### config.mk
export PLATFORM = sky130hd
export DESIGN_NAME = dtree_feature_feeder
export DESIGN_NICKNAME = d
export VERILOG_FILES = /design/src/rtl/dtree_feature_feeder_pkg.sv /design/src/rtl/dtree_feature_feeder_vector_fifo.sv /design/src/rtl/dtree_feature_feeder.sv
export SDC_FILE = /design/constraint.sdc
export NUM_CORES = 1
export LEC_CHECK = 0
export CAP_MARGIN = 20
export CORE_UTILIZATION = 30
export DETAILED_ROUTE_END_ITERATION = 16
export GPL_TIMING_DRIVEN = 0
export PLACE_DENSITY = 0.56
export RECOVER_POWER = 25
export SLEW_MARGIN = 20
export SYNTH_ARGS = -nofsm -noshare
export SYNTH_HDL_FRONTEND = slang
export SYNTH_SLANG_ARGS = --single-unit
### constraint.sdc
create_clock -name clk -period 4.1 [get_ports clk]
set_input_delay 1.025 -clock clk [delete_from_list [all_inputs] [get_ports clk]]
set_output_delay 1.025 -clock clk [all_outputs]
set_load 0.02 [all_outputs]
### src/rtl/dtree_feature_feeder_pkg.sv
// Types and constants shared by the dtree feature feeder and the dtree control logic.
package dtree_feature_feeder_pkg;

  typedef enum logic {
    IDLE = 1'b0,
    FEED = 1'b1
  } feed_state_e;

  localparam int SLICE_W = 10;

  // Counter width that stays legal when the count range collapses to a single value.
  function automatic int cnt_w(input int n);
    return (n > 1) ? $clog2(n) : 1;
  endfunction

endpackage

### src/rtl/dtree_feature_feeder_vector_fifo.sv
// Small FIFO of whole feature vectors; the head entry is visible combinationally.
module vector_fifo #(
  parameter int WIDTH = 30,
  parameter int DEPTH = 2
) (
  input  logic             clk,
  input  logic             rst_ni,
  input  logic             push_i,
  input  logic             pop_i,
  input  logic [WIDTH-1:0] data_i,
  output logic [WIDTH-1:0] head_o,
  output logic             full_o,
  output logic             empty_o
);

  localparam int AW = $clog2(DEPTH);

  logic [WIDTH-1:0] mem_q [DEPTH];
  logic [AW-1:0]    wr_ptr_q;
  logic [AW-1:0]    rd_ptr_q;
  logic [AW:0]      count_q;

  // Storage is left unreset so it can map onto plain RAM; only occupancy is cleared.
  always_ff @(posedge clk) begin
    if (push_i) begin
      mem_q[wr_ptr_q] <= data_i;
    end
  end

  always_ff @(posedge clk or negedge rst_ni) begin
    if (!rst_ni) begin
      wr_ptr_q <= '0;
      rd_ptr_q <= '0;
      count_q  <= '0;
    end else begin
      if (push_i) begin
        wr_ptr_q <= wr_ptr_q + 1'b1;
      end
      if (pop_i) begin
        rd_ptr_q <= rd_ptr_q + 1'b1;
      end
      if (push_i && !pop_i) begin
        count_q <= count_q + 1'b1;
      end else if (pop_i && !push_i) begin
        count_q <= count_q - 1'b1;
      end
    end
  end

  assign head_o  = mem_q[rd_ptr_q];
  assign full_o  = (count_q == (AW+1)'(DEPTH));
  assign empty_o = (count_q == '0);

endmodule

### src/rtl/dtree_feature_feeder.sv
// Buffers feature vectors and replays each one into dtree, one feature per clock,
// pass after pass until dtree reports a result or the pass limit is exhausted.
module dtree_feature_feeder
  import dtree_feature_feeder_pkg::*;
#(
  parameter int FEATURES   = 3,
  parameter int IN_WIDTH   = SLICE_W,
  parameter int DEPTH      = 2,
  parameter int MAX_PASSES = 4
) (
  input  logic                         clk,
  input  logic                         reset,
  input  logic [FEATURES*IN_WIDTH-1:0] in_vec,
  input  logic                         in_valid,
  output logic                         in_ready,
  output logic [IN_WIDTH-1:0]          sample,
  output logic                         sample_valid,
  output logic                         sample_first,
  input  logic                         tree_done,
  output logic                         busy,
  output logic                         abort
);

  localparam int VW = FEATURES * IN_WIDTH;
  localparam int FW = cnt_w(FEATURES);
  localparam int PW = $clog2(MAX_PASSES + 1);

  feed_state_e       state_q, state_d;
  logic [VW-1:0]     work_q, work_d;
  logic [FW-1:0]     feat_idx_q, feat_idx_d, feat_nxt;
  logic [PW-1:0]     pass_q, pass_d, pass_nxt;
  logic [IN_WIDTH-1:0] sample_q, sample_d;
  logic              sample_valid_q, sample_valid_d;
  logic              sample_first_q, sample_first_d;
  logic              abort_q, abort_d;

  logic [VW-1:0]     fifo_head;
  logic              fifo_full, fifo_empty, fifo_push, fifo_pop;
  logic [IN_WIDTH-1:0] work_feat [FEATURES];

  for (genvar gi = 0; gi < FEATURES; gi++) begin : g_feat
    assign work_feat[gi] = work_q[gi*IN_WIDTH +: IN_WIDTH];
  end

  assign in_ready  = !fifo_full;
  assign fifo_push = in_valid && in_ready;

  vector_fifo #(
    .WIDTH(VW),
    .DEPTH(DEPTH)
  ) u_fifo (
    .clk    (clk),
    .rst_ni (reset),
    .push_i (fifo_push),
    .pop_i  (fifo_pop),
    .data_i (in_vec),
    .head_o (fifo_head),
    .full_o (fifo_full),
    .empty_o(fifo_empty)
  );

  // feat_idx_q/pass_q describe the sample currently on the output register.
  always_comb begin
    state_d        = state_q;
    work_d         = work_q;
    feat_idx_d     = feat_idx_q;
    pass_d         = pass_q;
    sample_d       = '0;
    sample_valid_d = 1'b0;
    sample_first_d = 1'b0;
    abort_d        = 1'b0;
    fifo_pop       = 1'b0;
    feat_nxt       = (feat_idx_q == FW'(FEATURES - 1)) ? '0 : feat_idx_q + 1'b1;
    pass_nxt       = (feat_idx_q == FW'(FEATURES - 1)) ? pass_q + 1'b1 : pass_q;

    case (state_q)
      IDLE: begin
        if (!fifo_empty) begin
          fifo_pop       = 1'b1;
          work_d         = fifo_head;
          feat_idx_d     = '0;
          pass_d         = '0;
          sample_d       = fifo_head[IN_WIDTH-1:0];
          sample_valid_d = 1'b1;
          sample_first_d = 1'b1;
          state_d        = FEED;
        end
      end
      FEED: begin
        // tree_done is checked first so it wins over a coincident pass-limit wrap.
        if (tree_done) begin
          state_d = IDLE;
        end else if (pass_nxt == PW'(MAX_PASSES)) begin
          abort_d = 1'b1;
          state_d = IDLE;
        end else begin
          feat_idx_d     = feat_nxt;
          pass_d         = pass_nxt;
          sample_d       = work_feat[feat_nxt];
          sample_valid_d = 1'b1;
          sample_first_d = (feat_nxt == '0);
        end
      end
      default: state_d = IDLE;
    endcase
  end

  always_ff @(posedge clk or negedge reset) begin
    if (!reset) begin
      state_q        <= IDLE;
      work_q         <= '0;
      feat_idx_q     <= '0;
      pass_q         <= '0;
      sample_q       <= '0;
      sample_valid_q <= 1'b0;
      sample_first_q <= 1'b0;
      abort_q        <= 1'b0;
    end else begin
      state_q        <= state_d;
      work_q         <= work_d;
      feat_idx_q     <= feat_idx_d;
      pass_q         <= pass_d;
      sample_q       <= sample_d;
      sample_valid_q <= sample_valid_d;
      sample_first_q <= sample_first_d;
      abort_q        <= abort_d;
    end
  end

  assign sample       = sample_q;
  assign sample_valid = sample_valid_q;
  assign sample_first = sample_first_q;
  assign abort        = abort_q;
  assign busy         = (state_q == FEED);

endmodule

==> results of run 1 <==
-- layer usage --
metal | wire [um] | part of all wire | vias to the layer above | global-route usage
li1 | - | - | 1240 | -
met1 | 3690 | 0.44 | 1246 | 0.153
met2 | 4350 | 0.52 | 53 | 0.220
met3 | 306 | 0.036 | 8 | 0.0309
met4 | 95 | 0.011 | 0 | 0.0392
met5 | 0 | 0 | - | 0
-- cell usage in the layout, fill, tap and decap left out, types with 2 or more instances in the layout --
master            n
buf_4             3
buf_6             2
o2111ai_1         3
nand2b_1          3
a21oi_1          10
o21ai_0          30
xor2_1            2
clkdlybuf4s50_1  43
o21ai_1           3
xnor2_1           3
edfxtp_1         60
clkbuf_16         9
buf_2             8
mux2i_1          40
nor2_1           14
o22ai_1          12
dfrtp_1          52
buf_12            2
ha_1              2
dlygate4sd3_1     4
inv_1             4
clkbuf_1          7
clkinv_4          2
nand2_1          34
-- cell families (layout without fill, tap and decap cells) --
family                   Yosys count  in the layout  share of synthesized area
buffers and inverters             23             89                     0.0270
XOR/XNOR                           6              6                     0.0162
flip-flops                       112            112                      0.705
adder cells (fa/ha/maj)            2              2                    0.00568
multiplexers                      40             40                     0.0910
AO/OA/AOI/OAI                     66             66                     0.0932
AND/OR/NAND/NOR                   59             59                     0.0620
-- path summary, 6_finish.rpt --
check	from	to	slack (ps)	depth (start not counted)
max	u_fifo.count_q[0]	in_ready	1520	2
min	work_q[10]	work_q[10]	490	2
max reg2reg	u_fifo.count_q[0]	u_fifo.count_q[1]	1970	7
min reg2reg	work_q[10]	work_q[10]	490	2
max in group asynchronous	reset	work_q[26]	2950	1
min in group asynchronous	reset	abort	700	1
-- Yosys cell counts (4+ instances only) --
master / instances / area share
dfrtp_1: 52 / 0.30
inv_1: 4 / 0.0034
mux2i_1: 40 / 0.091
nand2_1: 34 / 0.029
edfxtp_1: 60 / 0.41
o21ai_0: 30 / 0.034
clkbuf_1: 7 / 0.0060
buf_2: 8 / 0.0091
a21oi_1: 10 / 0.011
nor2_1: 15 / 0.013
o22ai_1: 12 / 0.017
-- report_power, final --
part	switching (mW)	internal (mW)
combinational	0.867	0.608
clock	0.413	0.487
sequential	0.171	1.59
total	1.45	2.68
-- critical path, cell delays in order, from the launching register on --
cell and delay [ps]:
dfrtp_1 410, nand2b_1 180, clkdlybuf4s50_1 620
-- sequential cells by signal, indices dropped and copies added, names as in the netlist --
signal,flops
abort,1
feat_idx_q,2
pass_q,3
sample,10
sample_first,1
sample_valid,1
u_fifo.count_q,2
u_fifo.mem_q,60
u_fifo.rd_ptr_q,1
u_fifo.wr_ptr_q,1
work_q,30
-- final cells by class --
cell class	instances	area, um2
Sequential cell	112	3100
Buffer	19	104
Multi-Input combinational cell	173	1190
Fill cell	1358	8630
Inverter	4	15.0
Clock inverter	7	88.8
Clock buffer	9	225
Timing Repair Buffer	50	518
Tap cell	180	225
-- metrics by stage --
step	instances	utilization	hold slack, ps	setup slack, ps
2_1_floorplan	308	-	449	1290
3_3_place_gp	536	0.362	464	-32.6
3_5_place_dp	538	0.366	475	1570
4_1_cts	554	0.388	491	1500
5_1_grt	554	0.388	511	1450
6_report	554	0.388	487	1520
==> impl_results.md, run 1 <==
- Status: completed
- # rows: 43
- Power per cell area: 756 mW/mm2
- Area growth, synth to finish: 24.2%
- Max-cap violations: 0
- Actual slew at the worst max-slew pin: 664 ps
- Post-route cell area: 0.00547 mm2
- Die ar.: 0.0152 mm2
- Type of the worst setup path: flop to primary output
- Startpoint types: flop
- Die Y: 123 um
- Min-Delay Path Class: flop to flop
- Lkg Pwr: 2.16 nW
- Vias in the first global route: 2702
- Initial Utilization: 0.312
- Minimum clock period: 2580 ps
- Final period util: 0.629
- Routability cong.: 0.781
- IO buf count: 48
- RSZ-0062 raised after global routing: false
- Drc violations: 0
- CP endpoint kind: primary output
- Die Width: 123 um
- Vias: 2547
- Number of distinct library cells after synthesis: 35
- Slew Limit Headroom: 0.557
- Seq cells post-synth: 112
- Postcts setup bufs: 0
- CP arrival: 1550 ps
- # clock sinks: 112
- Sequential fraction of the synthesis area: 0.705
- I/O Pins: 49
- Antenna-violating nets left: 0
- Post-synthesis net count: 344
- Top FF cell, synth: edfxtp_1
- CP Max Fanout: 4
- Final setup vio count: 0
- Tot GR Track Use: 0.126
- Vias per cell: 4.60
- Worst vdd ir: 0.000349 V
- Dpl hpwl: 6060 um
- Global-route wire length before repair: 14200 um
- Worst-skew pair later-pin latency: 350 ps
- TritonRoute pass-1 iters: 6
- Fmax: 388 MHz
- Post-CTS resize count: 0
- Final Power: 4.14 mW
- CTS tree: built
- Initial antenna violation count: 0
- GRT overflow: 0
- Total wire length: 8450 um
- DR iter-0 viols: 161
- Core area: 0.0141 mm2
- Post-Syn Area: 0.00440 mm2
- Final nets: 405
- # diodes: 0
- Syn Inst Count: 308
- Clk root buf: clkbuf_16
- CTS Buffer Depth: 2
- Pins Over Slew Limit: 0
- Async SR Flop Fraction: 0.464
- Drt wl/cell: 15.2 um
- Total CTS buffers: 9
- Worst-path clk slew: 70 ps
- Yosys Warn Count: 0
- Avg Inst Size Synth: 14.3 um2
- CTS Hold Bufs: 0
- Final Hold Fails: 0
- Total negative slack: 0 ps
- Pin count of the biggest net entering global routing: 53
- Layout cells sized above 1: 0.107
- H-tree Lvls: 3
- Worst path required time: 3070 ps
- Placed Instance Area: 0.00515 mm2
- Post-synth EDFFs: 60
- Setup Skew: 11.2 ps
No activity file was read; power rests on OpenSTA's default activity.
==> inputs of run 2 (changes only) <==
--- a/config.mk
+++ b/config.mk
@@ -9,7 +9,7 @@
 export CORE_UTILIZATION = 30
 export DETAILED_ROUTE_END_ITERATION = 16
 export GPL_TIMING_DRIVEN = 0
-export PLACE_DENSITY = 0.56
+export PLACE_DENSITY = 0.58
 export RECOVER_POWER = 25
 export SLEW_MARGIN = 20
 export SYNTH_ARGS = -nofsm -noshare
==> constraint.sdc (replaced) <==
create_clock -name clk -period 2.1 [get_ports clk]
set_input_delay 0.525 -clock clk [delete_from_list [all_inputs] [get_ports clk]]
set_output_delay 0.525 -clock clk [all_outputs]
set_load 0.02 [all_outputs]
==> run 2 against run 1 <==
Clock skew down 3.6 ps. Via count up 1.2%. Final cell count down 0.18%. Hold slack worse by 47 ps. Combinational power up 95%. Clock-buffer cell count up 2. Critical path depth unchanged. Die area unchanged. Non-clock buffer count down 1. Sequential share of layout area up 0.20 points. First-iteration DRC count unchanged. Final area down 0.34%. Largest cell class unchanged.
==> impl_results.md, run 2 (same netlist as run 1, synthesis figures left out) <==
- Comb pwr share: 0.358 (about the same)
- DR iter-0 viols: 161 (unchanged)
- Final WS setup: 86.0 ps (-1440 ps)
- Worst vdd ir: 0.000500 V (+43%)
- Vias: 2577 (+1.2%)
- Drt wl/cell: 15.2 um (-0.53%)
- RSZ-0062 raised after global routing: false
- Met2 routed WL: 4320 um (-0.80%)
- Sw Pwr: 2.82 mW (+94%)
- Layout cells sized above 1: 0.105 (-0.00239)
- Routability cong.: 0.751 (-3.9%)
- Setup Skew: 7.62 ps (-3.60 ps)
- Met1 wire length: 3610 um (-2.3%)
- Tot GR Track Use: 0.122 (-0.00447)
- Final period util: 0.959
- Vias in the first global route: 2644 (-2.1%)
- Startpoint types: flop
- TritonRoute pass-1 iters: 4 (-2)
- # clock sinks: 112 (unchanged)
- Antenna-violating nets left: 0 (unchanged)
- Power per cell area: 1470 mW/mm2 (+94%)
- Fillers: 1343 (-1.1%)
- CP arrival: 1490 ps (-60 ps)
- Post-place setup slack: -48.7 ps (-1620 ps)
- Largest register FFs: 60 (unchanged)
- Actual slew at the worst max-slew pin: 1270 ps (+603 ps)
- Total wire length: 8390 um (-0.71%)
- I/O Pins: 49 (unchanged)
- CP endpoint kind: primary output
- GRT overflow: 0 (unchanged)
- Max-cap violations: 0 (unchanged)
- CTS Hold Bufs: 0 (unchanged)
- Global-route wire length before repair: 13600 um (-4.7%)
- Post-placement cell count: 538 (unchanged)
- Fmax: 497 MHz
- Core area: 0.0141 mm2 (unchanged)
- CP Max Fanout: 5 (+1)
- # rows: 43 (unchanged)
- Slew Limit Headroom: 0.155 (-0.402)
- Dpl hpwl: 5940 um (-2.0%)
- Pint: 5.18 mW (+93%)
- Final Util: 0.387 (-0.00133)
- Drc violations: 0 (unchanged)
- Final setup vio count: 0 (unchanged)
- Worst-path clk slew: 70 ps (about the same)
- Initial antenna violation count: 0 (unchanged)
- H-tree Lvls: 3 (unchanged)
- Final Hold Fails: 0 (unchanged)
- Area growth, synth to finish: 23.8%
- Worst-skew pair later-pin latency: 350 ps (about the same)
- WHS: 441 ps (-46.5 ps)
- IO buf count: 48 (unchanged)
- # diodes: 0 (unchanged)
- Total CTS buffers: 9 (unchanged)
- Die Width: 123 um (unchanged)
- Lkg Pwr: 2.16 nW (-0.14%)
- Status: completed
- CTS tree: built
- Sequential standard cell area: 0.00310 mm2 (unchanged)
- Multi-input gate area: 0.00119 mm2 (unchanged)
- Max layer used: met4
- Min-Delay Path Class: input pin to asynchronous set/reset pin
- Pins Over Slew Limit: 0 (unchanged)
- Minimum clock period: 2010 ps
- Type of the worst setup path: flop to primary output
- Clock share of power: 0.212 (-0.005)
- Fin cells: 553 (-0.18%)
- Die Y: 123 um (unchanged)
- Sw frac: 0.352 (+0.00126)
- Worst path required time: 1570 ps (-1500 ps)
- WL met3: 291 um (-4.9%)
- Clk root buf: clkbuf_16
- Vias per cell: 4.66 (+1.4%)
- Final nets: 404 (-0.25%)
- Most common cell after layout, fill and taps aside: edfxtp_1
- Register share of total power: 0.429 (+0.003)
- Biggest register: u_fifo.mem_q
- Final Power: 8.00 mW (+93%)
- Die ar.: 0.0152 mm2 (unchanged)
- Pin count of the biggest net entering global routing: 53 (unchanged)
- Commonest cells after routing, fill and taps aside: edfxtp_1 (60), dfrtp_1 (52), clkdlybuf4s50_1 (42)
- CTS Buffer Depth: 2 (unchanged)
- Initial Utilization: 0.312 (unchanged)
## run 2: changes by cell type in the layout (fill, tap and decap cells not counted), sizes merged
| cell | change |
|---|---|
| clkbuf | +2 |
| clkinv | -2 |
| buf | -1 |
| bufinv | -1 |
| clkdlybuf4s50 | -1 |
| dlymetal6s2s | +1 |
| inv | +1 |
## run 2: layout make-up
class	instances	share of cell area
multi-input cells	173	0.218
well taps	180	0.0413
clock buffers	11	0.0466
inverters	4	0.00276
clock inverters	5	0.00827
plain buffers	18	0.0184
flip-flops and latches	112	0.569
repair buffers	50	0.0951
## run 2: power by group through the flow
stage                     registers (mW)  logic [mW]  clock network (mW)
after floorplan                     3.50        1.85                   0
after detailed placement            3.48        2.91                   0
after global placement              3.46        2.78                   0
after global routing                3.51        3.20                1.83
final                               3.43        2.87                1.70
after CTS                           3.44        2.91                1.74
## run 2: layer usage
layer  track usage  up-vias
met5             0        -
met4        0.0474        0
met3        0.0323       15
met2         0.208       55
met1         0.146     1268
li1              -     1239
## run 2: through the flow
| stage | TNS (ps) | cell area [um2] |
|---|---|---|
| after global placement | -91810 | 5110 |
| after detailed placement | -48.7 | 5150 |
| after CTS | 0 | 5450 |
| final | 0 | 5450 |
| after floorplan | 0 | 4400 |
| after global routing | 0 | 5450 |
## run 2: final timing paths
check                             start            to  slack (ps)  depth (start not counted)
min                               reset     sample[9]         440                          1
max in group asynchronous         reset     sample[7]         900                          1
min in group clk             work_q[23]    work_q[23]         490                          2
min reg2reg                  work_q[23]    work_q[23]         490                          2
max                        sample_valid  sample_valid          90                          2
max reg2reg                   pass_q[0]     sample[8]         180                          6
## run 2: repair_timing
action | in CTS | in global routing
pin swaps | 0 | 0
cloned | 0 | 0
resized for setup | 0 | 1
setup buffers | 0 | 0
setup endpoints to repair | 1 | 1
## run 2: critical path, stage by stage, from the launching register on
cell and delay (ps):
dfrtp_1 430, buf_4 130, clkdlybuf4s50_1 580
